--- config.mk ---
export PLATFORM = sky130hd
export DESIGN_NAME = apb_master_bridge
export DESIGN_NICKNAME = d
export VERILOG_FILES = /design/src/rtl/apb_pkg.sv /design/src/rtl/apb_timeout_cnt.sv /design/src/rtl/apb_master_bridge.sv
export SDC_FILE = /design/constraint.sdc
export NUM_CORES = 1
export LEC_CHECK = 0
export ABC_AREA = 1
export ABC_CLOCK_PERIOD_IN_PS = 2100
export CAP_MARGIN = 40
export CELL_PAD_IN_SITES_DETAIL_PLACEMENT = 0
export CELL_PAD_IN_SITES_GLOBAL_PLACEMENT = 1
export CORE_ASPECT_RATIO = 1.1
export CORE_MARGIN = 1.5
export CORE_UTILIZATION = 32
export CTS_CLUSTER_SIZE = 24
export DETAILED_ROUTE_END_ITERATION = 16
export DONT_BUFFER_PORTS = 1
export PLACE_DENSITY_LB_ADDON = 0.12
export SYNTH_ARGS = -nofsm -noshare
export SYNTH_HDL_FRONTEND = slang
export SYNTH_SLANG_ARGS = --single-unit
--- constraint.sdc ---
create_clock -name PCLK -period 2.1 [get_ports PCLK]
set_input_delay 0.42 -clock PCLK [delete_from_list [all_inputs] [get_ports PCLK]]
set_output_delay 0.42 -clock PCLK [all_outputs]
set_load 0.05 [all_outputs]
--- src/rtl/apb_pkg.sv ---
// Shared types for the APB master bridge: FSM states and the response payload.
package apb_pkg;

    localparam int unsigned APB_ADDR_W = 8;
    localparam int unsigned APB_DATA_W = 32;

    typedef enum logic [1:0] {
        ST_IDLE   = 2'd0,
        ST_SETUP  = 2'd1,
        ST_ACCESS = 2'd2,
        ST_RESP   = 2'd3
    } apb_state_e;

    // Response payload; the rdata field is APB_DATA_W wide, so the bridge's
    // DATA_WIDTH is expected to match APB_DATA_W.
    typedef struct packed {
        logic [APB_DATA_W-1:0] rdata;
        logic                  err;
        logic                  timeout;
    } apb_rsp_t;

endpackage

--- src/rtl/apb_timeout_cnt.sv ---
// Saturating ACCESS wait-state counter; flags the wait cycle that reaches the limit.
module apb_timeout_cnt #(
    parameter int unsigned TIMEOUT_CYCLES = 16
) (
    input  logic i_clk,
    input  logic i_rst_n,
    input  logic i_clr,
    input  logic i_en,
    output logic o_expired_c
);

    generate
        if (TIMEOUT_CYCLES == 0) begin : g_disabled
            assign o_expired_c = 1'b0;
        end else begin : g_enabled
            localparam int unsigned CW = $clog2(TIMEOUT_CYCLES + 1);
            logic [CW-1:0] r_cnt;

            // Count wait cycles, clearing on transfer start and stopping at the limit.
            always_ff @(posedge i_clk or negedge i_rst_n) begin
                if (!i_rst_n) begin
                    r_cnt <= '0;
                end else if (i_clr) begin
                    r_cnt <= '0;
                end else if (i_en && (r_cnt != CW'(TIMEOUT_CYCLES))) begin
                    r_cnt <= r_cnt + CW'(1);
                end
            end

            // This wait cycle is the one that brings the count to the limit.
            assign o_expired_c = i_en && (r_cnt == CW'(TIMEOUT_CYCLES - 1));
        end
    endgenerate

endmodule

--- src/rtl/apb_master_bridge.sv ---
// APB requester: one valid/ready command in, one APB transfer, one valid/ready response out.
module apb_master_bridge
    import apb_pkg::*;
#(
    parameter int unsigned ADDR_WIDTH     = APB_ADDR_W,
    parameter int unsigned DATA_WIDTH     = APB_DATA_W,
    parameter int unsigned TIMEOUT_CYCLES = 16
) (
    input  logic                    PCLK,
    input  logic                    PRESETn,
    input  logic                    cmd_valid,
    output logic                    cmd_ready,
    input  logic                    cmd_write,
    input  logic [ADDR_WIDTH-1:0]   cmd_addr,
    input  logic [DATA_WIDTH-1:0]   cmd_wdata,
    input  logic [DATA_WIDTH/8-1:0] cmd_strb,
    output logic                    rsp_valid,
    input  logic                    rsp_ready,
    output logic [DATA_WIDTH-1:0]   rsp_rdata,
    output logic                    rsp_err,
    output logic                    rsp_timeout,
    output logic                    PSELx,
    output logic                    PENABLE,
    output logic                    PWRITE,
    output logic [ADDR_WIDTH-1:0]   PADDR,
    output logic [DATA_WIDTH-1:0]   PWDATA,
    output logic [DATA_WIDTH/8-1:0] PSTRB,
    input  logic [DATA_WIDTH-1:0]   PRDATA,
    input  logic                    PREADY,
    input  logic                    PSLVERR
);

    localparam int unsigned STRB_W = DATA_WIDTH / 8;

    apb_state_e              r_state,   w_state_nxt;
    logic                    r_psel,    w_psel_nxt;
    logic                    r_penable, w_penable_nxt;
    logic                    r_pwrite,  w_pwrite_nxt;
    logic [ADDR_WIDTH-1:0]   r_paddr,   w_paddr_nxt;
    logic [DATA_WIDTH-1:0]   r_pwdata,  w_pwdata_nxt;
    logic [STRB_W-1:0]       r_pstrb,   w_pstrb_nxt;
    logic                    r_rsp_vld, w_rsp_vld_nxt;
    apb_rsp_t                r_rsp,     w_rsp_nxt;
    logic                    w_cnt_clr;
    logic                    w_cnt_en;
    logic                    w_expired;

    assign w_cnt_clr = (r_state == ST_IDLE) && cmd_valid;
    assign w_cnt_en  = (r_state == ST_ACCESS) && !PREADY;

    apb_timeout_cnt #(
        .TIMEOUT_CYCLES (TIMEOUT_CYCLES)
    ) u_timeout_cnt (
        .i_clk       (PCLK),
        .i_rst_n     (PRESETn),
        .i_clr       (w_cnt_clr),
        .i_en        (w_cnt_en),
        .o_expired_c (w_expired)
    );

    // State and registered APB/response outputs.
    always_ff @(posedge PCLK or negedge PRESETn) begin
        if (!PRESETn) begin
            r_state   <= ST_IDLE;
            r_psel    <= 1'b0;
            r_penable <= 1'b0;
            r_pwrite  <= 1'b0;
            r_paddr   <= '0;
            r_pwdata  <= '0;
            r_pstrb   <= '0;
            r_rsp_vld <= 1'b0;
            r_rsp     <= '0;
        end else begin
            r_state   <= w_state_nxt;
            r_psel    <= w_psel_nxt;
            r_penable <= w_penable_nxt;
            r_pwrite  <= w_pwrite_nxt;
            r_paddr   <= w_paddr_nxt;
            r_pwdata  <= w_pwdata_nxt;
            r_pstrb   <= w_pstrb_nxt;
            r_rsp_vld <= w_rsp_vld_nxt;
            r_rsp     <= w_rsp_nxt;
        end
    end

    // Next-state and next-output decode; everything holds unless a transition changes it.
    always_comb begin
        w_state_nxt   = r_state;
        w_psel_nxt    = r_psel;
        w_penable_nxt = r_penable;
        w_pwrite_nxt  = r_pwrite;
        w_paddr_nxt   = r_paddr;
        w_pwdata_nxt  = r_pwdata;
        w_pstrb_nxt   = r_pstrb;
        w_rsp_vld_nxt = r_rsp_vld;
        w_rsp_nxt     = r_rsp;
        case (r_state)
            ST_IDLE: begin
                if (cmd_valid) begin
                    w_state_nxt   = ST_SETUP;
                    w_psel_nxt    = 1'b1;
                    w_penable_nxt = 1'b0;
                    w_pwrite_nxt  = cmd_write;
                    w_paddr_nxt   = cmd_addr;
                    w_pwdata_nxt  = cmd_write ? cmd_wdata : '0;
                    w_pstrb_nxt   = cmd_write ? cmd_strb  : '0;
                end
            end
            ST_SETUP: begin
                w_state_nxt   = ST_ACCESS;
                w_penable_nxt = 1'b1;
            end
            ST_ACCESS: begin
                // PREADY takes priority over a timeout landing in the same cycle.
                if (PREADY) begin
                    w_state_nxt       = ST_RESP;
                    w_psel_nxt        = 1'b0;
                    w_penable_nxt     = 1'b0;
                    w_rsp_vld_nxt     = 1'b1;
                    w_rsp_nxt.rdata   = r_pwrite ? '0 : PRDATA;
                    w_rsp_nxt.err     = PSLVERR;
                    w_rsp_nxt.timeout = 1'b0;
                end else if (w_expired) begin
                    w_state_nxt       = ST_RESP;
                    w_psel_nxt        = 1'b0;
                    w_penable_nxt     = 1'b0;
                    w_rsp_vld_nxt     = 1'b1;
                    w_rsp_nxt.rdata   = '0;
                    w_rsp_nxt.err     = 1'b1;
                    w_rsp_nxt.timeout = 1'b1;
                end
            end
            ST_RESP: begin
                if (rsp_ready) begin
                    w_state_nxt   = ST_IDLE;
                    w_rsp_vld_nxt = 1'b0;
                end
            end
            default: begin
                w_state_nxt = ST_IDLE;
            end
        endcase
    end

    assign cmd_ready   = (r_state == ST_IDLE);
    assign PSELx       = r_psel;
    assign PENABLE     = r_penable;
    assign PWRITE      = r_pwrite;
    assign PADDR       = r_paddr;
    assign PWDATA      = r_pwdata;
    assign PSTRB       = r_pstrb;
    assign rsp_valid   = r_rsp_vld;
    assign rsp_rdata   = r_rsp.rdata;
    assign rsp_err     = r_rsp.err;
    assign rsp_timeout = r_rsp.timeout;

endmodule

==> run summary <==
CP required - 2.35 ns
Total GRT Usage - 14.2%
Area Growth Syn to Fin - 11.1%
Initial antenna violation count - 0
Num ports - 166
CTS tree - yes
WL final - 8660 microns
CP most frequent cell - ha_1
Gr ovfl total - 0
Top delay family on crit path - flip-flops
Met3 usage - 5.87%
Most common cell after layout, fill and taps aside - nand2_1
Final Skew - 0.00670 ns
Die width - 107 microns
Cells after Synth - 429
Crit share post-route - 83.9%
Drt pass-1 iters - 4
Critical Path Max Stage Delay - 0.41 ns
Initial Util - 33.0%
Crit path time final - 1.76 ns
Commonest cells after routing, fill and taps aside - 125 x nand2_1, 89 x dfrtp_1, 56 x o21ai_0
Clock transition at the registers of the reported paths - 0.06 ns
Via Count - 2742
Slew Limit Fails - 0
CP max FO - 45
Logic pwr share - 16.7%
# fillers - 1213
Core ar. - 0.0115 sq mm
Switching portion of total power - 52.3%
Syn. warnings - 0
Worst setup SP type - flip-flop
Pwr Density - 1890 mW/mm^2
Post-DP HPWL - 5850 microns
Area of the multi-input gates - 0.00126 sq mm
Initial detailed-routing violation count - 161
Seq/Total Area, Yosys - 58.7%
H-tree depth - 3
Nets - 513
Hold Vio Cnt, Final - 89
Met2 Use GR - 23.2%
Vias in the first global route - 2743
Critical path arrival - 2.01 ns
Crit path cell chain - ha_1 > nand2_1 > nor2_1 > ha_1 > inv_1 > a21oi_4 > buf_12 > nand3_1 > o21ai_0
Worst-Margin Slew - 0.538 ns
DR DRC count - 0
Clk_lat worst skew - 0.33 ns
Yosys cell types - 22
WHS - -0.224 ns
First-pass GRT wire length - 13800 microns
Utilization after layout - 36.7%
Slowest CP cell - dfrtp_1
LEAKAGE - 2.01 nW
Maximum vdd drop - 658 uV
Largest net degree at the start of global routing - 90
Setup TNS - 0 ns
Clk buf depth - 2
Worst path bufs/invs - 2
CTS sink count - 89
Outcome - complete, but fails checks
Post-Syn Area - 0.00379 sq mm
Slew HR - 64.1%
Die height - 117 microns
Met1 global-route usage - 16.7%
Routed len/inst - 15.0 microns
Min-Delay Path Class - input pin to async pin
Detail Route Antenna Nets - 0
Unrepaired setup endpoints after global routing - false
CTS buffer count - 9
Ant diodes - 0
Die area - 0.0125 sq mm
Top Usage Layer GRT - met2
Clk root buf - clkbuf_16
CP Class - flip-flop to flip-flop
Post-CTS Setup Bufs - 0
Vias per inst - 4.76
FP Rows - 41
Max-Cap Viols - 0
Failing checks - hold timing
Storage element area - 0.00223 sq mm
Post-CTS sizing - 0
Power share of the clock group - 20.1%
Average instance area after synthesis - 8.84 sq um
Yosys reg bits - 89
Placer Congestion - 0.722
Internal - 3.79 mW
Achievable Freq - 567 MHz
Kind of end point of the critical path - flip-flop
Psw - 4.17 mW
Flop pwr share - 63.2%
Synth Net Count - 520
Final setup vio count - 0
Share of cells above drive strength 1 - 5.87%
Buffers on Ports - 0
[registers in the layout, indices dropped and copies added (netlist names)]
signal,flops
PADDR,8
PENABLE,1
PSELx,1
PSTRB,4
PWDATA,32
PWRITE,1
r_state,2
rsp_err,1
rsp_rdata,32
rsp_timeout,1
rsp_valid,1
u_timeout_cnt.g_enabled.r_cnt,5
[power by group through the flow]
| stage | clock [mW] | combinational, mW | sequential [mW] |
|---|---|---|---|
| detailed placement | 0 | 1.35 | 5.09 |
| floorplan | 0 | 1.14 | 4.91 |
| global route | 1.73 | 1.60 | 5.13 |
| CTS | 1.67 | 1.36 | 5.06 |
| finish | 1.60 | 1.33 | 5.03 |
| global placement | 0 | 1.32 | 5.09 |
[final timing paths]
path / startpoint / to / slack, ns / cells past startpoint
setup / recovery: u_timeout_cnt.g_enabled.r_cnt[0] / rsp_rdata[31] / 0.34 / 9
hold / removal: PRESETn / rsp_rdata[15] / -0.22 / 0
setup reg to reg: u_timeout_cnt.g_enabled.r_cnt[0] / rsp_rdata[31] / 0.34 / 9
hold reg to reg: u_timeout_cnt.g_enabled.r_cnt[4] / u_timeout_cnt.g_enabled.r_cnt[4] / 0.53 / 2
max in group asynchronous: PRESETn / PADDR[6] / 2.20 / 0
min in group PCLK: PREADY / rsp_timeout / 0.17 / 1
[layout make-up]
cell class / instances / area share, %
flip-flops and latches: 89 / 52.9
well taps: 150 / 4.46
clock inverters: 3 / 0.950
clock buffers: 12 / 6.09
repair buffers: 6 / 1.37
multi-input cells: 266 / 29.8
inverters: 50 / 4.46
[per-stage QoR]
stage | instances | power [mW] | cell area (sq um) | worst slack (ns)
after detailed placement | 561 | 6.44 | 3920 | 0.323
final | 576 | 7.96 | 4210 | 0.337
after floorplan | 429 | 6.05 | 3790 | 0.300
after CTS | 576 | 8.08 | 4210 | 0.308
after global placement | 561 | 6.41 | 3920 | 0.334
after global routing | 576 | 8.46 | 4210 | 0.0931
[routing by layer]
metal / share of wire (%) / vias to the layer above
met2: 47 / 108
met5: 0 / -
met4: 1.3 / 0
li1: - / 1353
met3: 10 / 8
met1: 42 / 1273
[cell families after synthesis]
group,share of synthesized area (%)
AOI/OAI and AO/OA,10.4
and+or+nand+nor,20.0
DFF,58.7
buffers and inverters,8.21
adders and majority gates,2.64
[Yosys cell counts]
library cell	n	area, sq um
nor2_2	2	12.5
dfrtp_1	89	2230
buf_1	1	3.75
o211ai_1	1	7.51
nor2_1	4	15.0
buf_4	2	15.0
o21ai_1	17	85.1
nor3_1	1	5.00
a21oi_1	1	5.00
clkbuf_2	1	5.00
clkinv_1	1	3.75
inv_1	48	180
buf_2	8	40.0
nand2_1	126	473
nand4_1	7	43.8
a21oi_4	1	16.3
ha_1	8	100
nand3_1	42	210
buf_6	2	22.5
o21ai_0	56	280
clkbuf_1	10	37.5
inv_2	1	3.75
Note: power is estimated with default switching activity, not from simulation.
